==> src/rtl/mmu_dport_arb_pkg.sv <==
// mmu_dport_arb_pkg: shared state, owner and dcache-op encodings for the MMU dcache port arbiter
package mmu_dport_arb_pkg;
    typedef enum logic {ARB_IDLE = 1'b0, ARB_BUSY = 1'b1} arb_state_t;
    typedef enum logic {ARB_OWN_PTW = 1'b0, ARB_OWN_LSU = 1'b1} arb_own_t;
    localparam int DOP_RD    = 0;
    localparam int DOP_WR    = 1;
    localparam int DOP_FLUSH = 2;
    localparam int DOP_INV   = 3;
    localparam int DOP_WB    = 4;
    localparam int DOP_N     = 5;
    typedef logic [DOP_N-1:0] dop_t;
    function automatic dop_t lsu_op_sel(input logic wr, input logic rd, input logic flush,
                                        input logic inv, input logic wb);
        return wr    ? dop_t'(1 << DOP_WR)    :
               rd    ? dop_t'(1 << DOP_RD)    :
               flush ? dop_t'(1 << DOP_FLUSH) :
               inv   ? dop_t'(1 << DOP_INV)   :
               wb    ? dop_t'(1 << DOP_WB)    : '0;
    endfunction
endpackage

==> src/rtl/mmu_arb_wdog.sv <==
// mmu_arb_wdog: saturating busy-cycle counter that flags expiry at TIMEOUT (0 disables)
module mmu_arb_wdog #(
    parameter int TIMEOUT = 255,
    parameter int TMO_W   = 8
) (
    input  logic clk_i,
    input  logic rst_i,
    input  logic clr_i,
    input  logic en_i,
    output logic expired_o
);
    logic [TMO_W-1:0] r_cnt;
    always_ff @(posedge clk_i) begin
        if (rst_i || clr_i) r_cnt <= '0;
        else if (en_i && r_cnt != '1) r_cnt <= r_cnt + 1'b1;
    end
    assign expired_o = (TIMEOUT != 0) && (r_cnt == TMO_W'(TIMEOUT));
endmodule

==> src/rtl/mmu_dport_arb.sv <==
// mmu_dport_arb: shares the dcache port between the PTW and the LSU, one latched transaction at a time
module mmu_dport_arb
    import mmu_dport_arb_pkg::*;
#(
    parameter bit ARB_RR  = 1'b0,
    parameter int TIMEOUT = 255,
    parameter int TMO_W   = 8
) (
    input  logic        clk_i,
    input  logic        rst_i,
    input  logic        ptw_rd_i,
    input  logic [31:0] ptw_addr_i,
    output logic [31:0] ptw_value_o,
    output logic        ptw_valid_o,
    output logic        ptw_error_o,
    input  logic        lsu_rd_i,
    input  logic        lsu_wr_i,
    input  logic        lsu_flush_i,
    input  logic        lsu_invalidate_i,
    input  logic        lsu_writeback_i,
    input  logic [31:0] lsu_addr_i,
    input  logic [31:0] lsu_data_i,
    input  logic [3:0]  lsu_mask_i,
    output logic [31:0] lsu_value_o,
    output logic        lsu_valid_o,
    output logic        lsu_error_o,
    output logic [31:0] dcache_addr_o,
    output logic [31:0] dcache_value_o,
    output logic [3:0]  dcache_mask_o,
    output logic        dcache_rd_o,
    output logic        dcache_wr_o,
    output logic        dcache_flush_o,
    output logic        dcache_invalidate_o,
    output logic        dcache_writeback_o,
    input  logic [31:0] dcache_in_value_i,
    input  logic        dcache_in_valid_i,
    output logic        busy_o
);
    arb_state_t  r_state;
    arb_own_t    r_owner;
    arb_own_t    r_last;
    dop_t        r_op;
    logic [31:0] r_addr;
    logic [31:0] r_value;
    logic [3:0]  r_mask;
    logic        r_ptw_err;
    logic        r_lsu_err;
    dop_t        w_lsu_op;
    logic        w_busy;
    logic        w_req;
    logic        w_grant_ptw;
    logic        w_done;
    logic        w_expired;
    arb_own_t    w_own;
    assign w_lsu_op    = lsu_op_sel(lsu_wr_i, lsu_rd_i, lsu_flush_i, lsu_invalidate_i, lsu_writeback_i);
    assign w_busy      = r_state == ARB_BUSY;
    assign w_req       = ptw_rd_i || (w_lsu_op != '0);
    // On a tie the PTW wins unless round-robin says it was served last
    assign w_grant_ptw = ptw_rd_i && (w_lsu_op == '0 || !ARB_RR || r_last == ARB_OWN_LSU);
    assign w_own       = w_grant_ptw ? ARB_OWN_PTW : ARB_OWN_LSU;
    assign w_done      = w_busy && dcache_in_valid_i;
    mmu_arb_wdog #(.TIMEOUT(TIMEOUT), .TMO_W(TMO_W)) u_wdog (
        .clk_i     (clk_i),
        .rst_i     (rst_i),
        .clr_i     (!w_busy && w_req),
        .en_i      (w_busy),
        .expired_o (w_expired)
    );
    always_ff @(posedge clk_i) begin
        if (rst_i) begin
            r_state   <= ARB_IDLE;
            r_owner   <= ARB_OWN_PTW;
            r_last    <= ARB_OWN_LSU;
            r_op      <= '0;
            r_addr    <= '0;
            r_value   <= '0;
            r_mask    <= '0;
            r_ptw_err <= 1'b0;
            r_lsu_err <= 1'b0;
        end else begin
            r_ptw_err <= 1'b0;
            r_lsu_err <= 1'b0;
            if (!w_busy) begin
                if (w_req) begin
                    r_state <= ARB_BUSY;
                    r_owner <= w_own;
                    r_last  <= w_own;
                    r_addr  <= w_grant_ptw ? ptw_addr_i : lsu_addr_i;
                    r_value <= w_grant_ptw ? '0 : lsu_data_i;
                    r_mask  <= (w_grant_ptw || !w_lsu_op[DOP_WR]) ? 4'hf : lsu_mask_i;
                    r_op    <= w_grant_ptw ? dop_t'(1 << DOP_RD) : w_lsu_op;
                end
            end else if (dcache_in_valid_i || w_expired) begin
                r_state   <= ARB_IDLE;
                r_op      <= '0;
                r_ptw_err <= !dcache_in_valid_i && r_owner == ARB_OWN_PTW;
                r_lsu_err <= !dcache_in_valid_i && r_owner == ARB_OWN_LSU;
            end
        end
    end
    assign ptw_valid_o         = w_done && r_owner == ARB_OWN_PTW;
    assign lsu_valid_o         = w_done && r_owner == ARB_OWN_LSU;
    assign ptw_value_o         = ptw_valid_o ? dcache_in_value_i : '0;
    assign lsu_value_o         = lsu_valid_o ? dcache_in_value_i : '0;
    assign ptw_error_o         = r_ptw_err;
    assign lsu_error_o         = r_lsu_err;
    assign dcache_addr_o       = r_addr;
    assign dcache_value_o      = r_value;
    assign dcache_mask_o       = r_mask;
    assign dcache_rd_o         = r_op[DOP_RD];
    assign dcache_wr_o         = r_op[DOP_WR];
    assign dcache_flush_o      = r_op[DOP_FLUSH];
    assign dcache_invalidate_o = r_op[DOP_INV];
    assign dcache_writeback_o  = r_op[DOP_WB];
    assign busy_o              = w_busy;
endmodule

==> config.mk <==
export PLATFORM = sky130hd
export DESIGN_NAME = mmu_dport_arb
export DESIGN_NICKNAME = d
export VERILOG_FILES = /design/src/rtl/mmu_dport_arb_pkg.sv /design/src/rtl/mmu_arb_wdog.sv /design/src/rtl/mmu_dport_arb.sv
export SDC_FILE = /design/constraint.sdc
export NUM_CORES = 1
export LEC_CHECK = 0
export BUFFER_PORTS_ARGS = -buffer_cell sky130_fd_sc_hd__buf_2
export CORE_AREA = 2 2 108 110
export CTS_BUF_LIST = sky130_fd_sc_hd__clkbuf_8
export DETAILED_ROUTE_END_ITERATION = 7
export DIE_AREA = 0 0 110 112
export PLACE_DENSITY_LB_ADDON = 0.12
export SYNTH_ARGS = -nofsm -noshare
export SYNTH_HDL_FRONTEND = slang
export SYNTH_SLANG_ARGS = --single-unit
==> constraint.sdc <==
create_clock -name clk_i -period 2.15 [get_ports clk_i]
set_input_delay 0.215 -clock clk_i [delete_from_list [all_inputs] [get_ports clk_i]]
set_output_delay 0.215 -clock clk_i [all_outputs]
set_load 0.005 [all_outputs]
==> summary.txt <==
Final layout
  – Layout Utilization: 49.51%
  – Synth-to-layout area growth: 43.43%
  – Share of layout cells above drive strength 1: between 40 and 50%
  – Number of nets in the layout: 808
  – Layout Cells excl Fill: approximately 800
  – Register area: approximately 1700 µm²
  – ANT cells: 0
  – Post-route cell area: ~5500 µm²
  – Area of the multi-input gates: between 1500 and 2000 µm²
  – Fillers: between 1000 and 1500

Placed design
  – GP Congestion: about 0.83
  – I/O Buffers: 282
  – Detailed placement HPWL: 8500 µm
  – Post-place instance area: approximately 5300 µm²
  – Placed Instances: around 800

GRT
  – Grt total ovfl: 0
  – Initial antenna violation count: 0
  – GRT Total Usage: 17.50%
  – Largest net degree at the start of global routing: 70
  – First-pass GRT wire length: 16880 µm
  – Vias in the first global route: 3525

Floorplan
  – Core ar.: 11170 µm²
  – Ports: 283
  – Die width: 110 µm
  – Initial core utilization: roughly 35%
  – Cell row count: 39
  – Total die area: around 12000 µm²
  – Die extent in y: about 110 µm

Drt
  – Routed vias: slightly below 4000
  – Routed Antenna Nets: 0
  – DRT iter0 DRCs: around 150
  – DRC errors left: 0
  – Final WL: roughly 11000 µm
  – Vias per cell: between 4 and 5
  – DR WL/cell: 13.53 µm
  – Pre-Repair DR Iteration Count: 4

Power
  – Peak VDD IR: between 0.3 and 0.4 mV
  – PD cells: around 640 nW/µm²
  – Leakage: ~0.003 µW

Yosys
  – Mapped cell area: between 3000 and 4000 µm²
  – Synth top area share: 44.11%
  – Most common cell in the synthesized netlist: dfxtp_1
  – Syn Area/Cell: 9.716 µm²
  – Ys async rst share: 0%
  – Mapped Nets: approximately 540
  – Post-synth cell types: 43
  – Post-synth top flop: dfxtp_1
  – Flops & latches, synth: between 80 and 90
  – EDFF count, synth: 0
  – Yosys warns: 0
  – Sequential area share after synthesis: ~44%
  – Top cell type by total area after synthesis: dfxtp_1
  – Commonest cells post-synth: dfxtp_1 (85), and2_1 (65), nor2_1 (52)
  – Synth area leaders: dfxtp_1 (44%), and2_1 (11%), mux2i_1 (8.6%)
  – Cells after Synth: 397

Clocking
  – Clock Latency Late Sink: between 0.3 and 0.4 ns
  – Num Clock Sinks: 85
  – CTS root buf: clkbuf_8
  – Post-CTS sizing: 0
  – Buffer depth of the longest clock path: 2
  – # Post-CTS Setup Buffers: 0
  – Hold buffer count at CTS: 0
  – CTS Buf Count: 9
  – Clock Pin Slew Worst Setup and Hold Paths: 0.10 ns
  – CTS tree: built
  – H-tree levels: 3

Timing
  – RSZ-0062 raised after global routing: false
  – Final setup violation count: 0
  – Fmax: a little over 500 MHz
  – Final hold slack: approximately 0.065 ns
  – Final Hold Violating Endpoints: 0
  – Worst-margin pin slew: slightly above 0.5 ns
  – Setup TNS: 0 ns
  – Max Slew Vio Count: 0
  – Final period util: 89.96%
  – Max-Slew Margin vs Limit: about two thirds
  – Clock Skew: about 0.0084 ns
  – Min Tclk post-route: 1.934 ns

Setup path
  – Startpoint Class: flip-flop
  – Maximum net fanout on the critical path: 33
  – Critical path class: flip-flop to output pin
  – Worst Setup End Kind: output pin
  – WP data required: a little under 2 ns
  – Critical path data arrival time: between 1.5 and 2 ns

Worst hold path
  – Hold Crit Class: primary input to flip-flop

Job
  – MaxCap Viol Count: 0

Status
  – Status: complete, no violations
==> layout make-up <==
cell class              count  share of cell area, %
multi-input cells         278                  35.21
flip-flops and latches     85                  30.76
repair buffers            289                  26.91
well taps                 143                  3.234
clock buffers               9                  2.239
clock inverters             7                  1.447
inverters                   3                 0.2035
==> per-layer routing <==
metal | wire length, µm | part of all wire [%] | track usage (%)
met5 | 0 | 0 | 0
met4 | 221 | 2.0 | 5.823
met3 | 987 | 9.0 | 5.621
met2 | 5598 | 51 | 30.63
met1 | 4209 | 38 | 19.74
==> where the power goes <==
part	internal, µW	total [µW]	leakage [µW]	switching (µW)
Combinational	321	620	0.00213	299
Sequential	1680	1730	0.000700	53.5
Clock	553	1170	0.0000973	620
Total	2550	3520	0.00293	973
==> final timing paths <==
check,start,to,slack [ns],depth (start not counted)
worst max-delay path,busy_o$_SDFF_PP0_,lsu_value_o[0],0.22,5
worst min-delay path,lsu_data_i[9],dcache_value_o[9]$_SDFFE_PP0P_,0.06,2
worst max register to register,busy_o$_SDFF_PP0_,dcache_value_o[16]$_SDFFE_PP0P_,0.53,4
worst min register to register,dcache_value_o[15]$_SDFFE_PP0P_,dcache_value_o[15]$_SDFFE_PP0P_,0.47,1
==> cell families (layout without fill, tap and decap cells) <==
| logic type | after synthesis | after routing | share of synthesized area, % |
|---|---|---|---|
| simple gates | 155 | 155 | 22.06 |
| fa+ha+maj | 1 | 1 | 0.3243 |
| compound gates | 88 | 88 | 19.33 |
| xor+xnor | 1 | 1 | 0.2271 |
| flops | 85 | 85 | 44.11 |
| mux | 33 | 33 | 8.563 |
| buf+inv | 34 | 308 | 5.384 |
==> state kept, by name, indices dropped and copies added (netlist names) <==
name,count
dcache_addr_o,32
r_op,5
ptw_error_o,1
busy_o,1
r_owner,1
dcache_value_o,32
lsu_error_o,1
u_wdog.r_cnt,8
dcache_mask_o,4
==> per-stage QoR <==
| step | total power, µW | worst slack [ns] |
|---|---|---|
| global route | 3721 | 0.04768 |
| floorplan | 2085 | 0.6654 |
| CTS | 3576 | 0.1844 |
| finish | 3523 | 0.2158 |
| global placement | 2384 | 0.5738 |
| detailed placement | 2396 | 0.5518 |
==> worst max-delay path, stage by stage (launching register included) <==
cell and delay [ns]:
dfxtp_1 0.48, buf_4 0.20, and3_1 0.15, buf_4 0.25, and2_1 0.17, buf_2 0.11
==> placed cells by master, fill, tap and decap left out, drive strengths merged, types with 7 or more instances in the layout <==
cell	n
a211oi	34
a22o	33
and2	65
buf	289
clkbuf	9
dfxtp	85
inv	7
mux2i	33
nand3	9
nor2	54
Note: power is estimated with default switching activity, not from simulation.
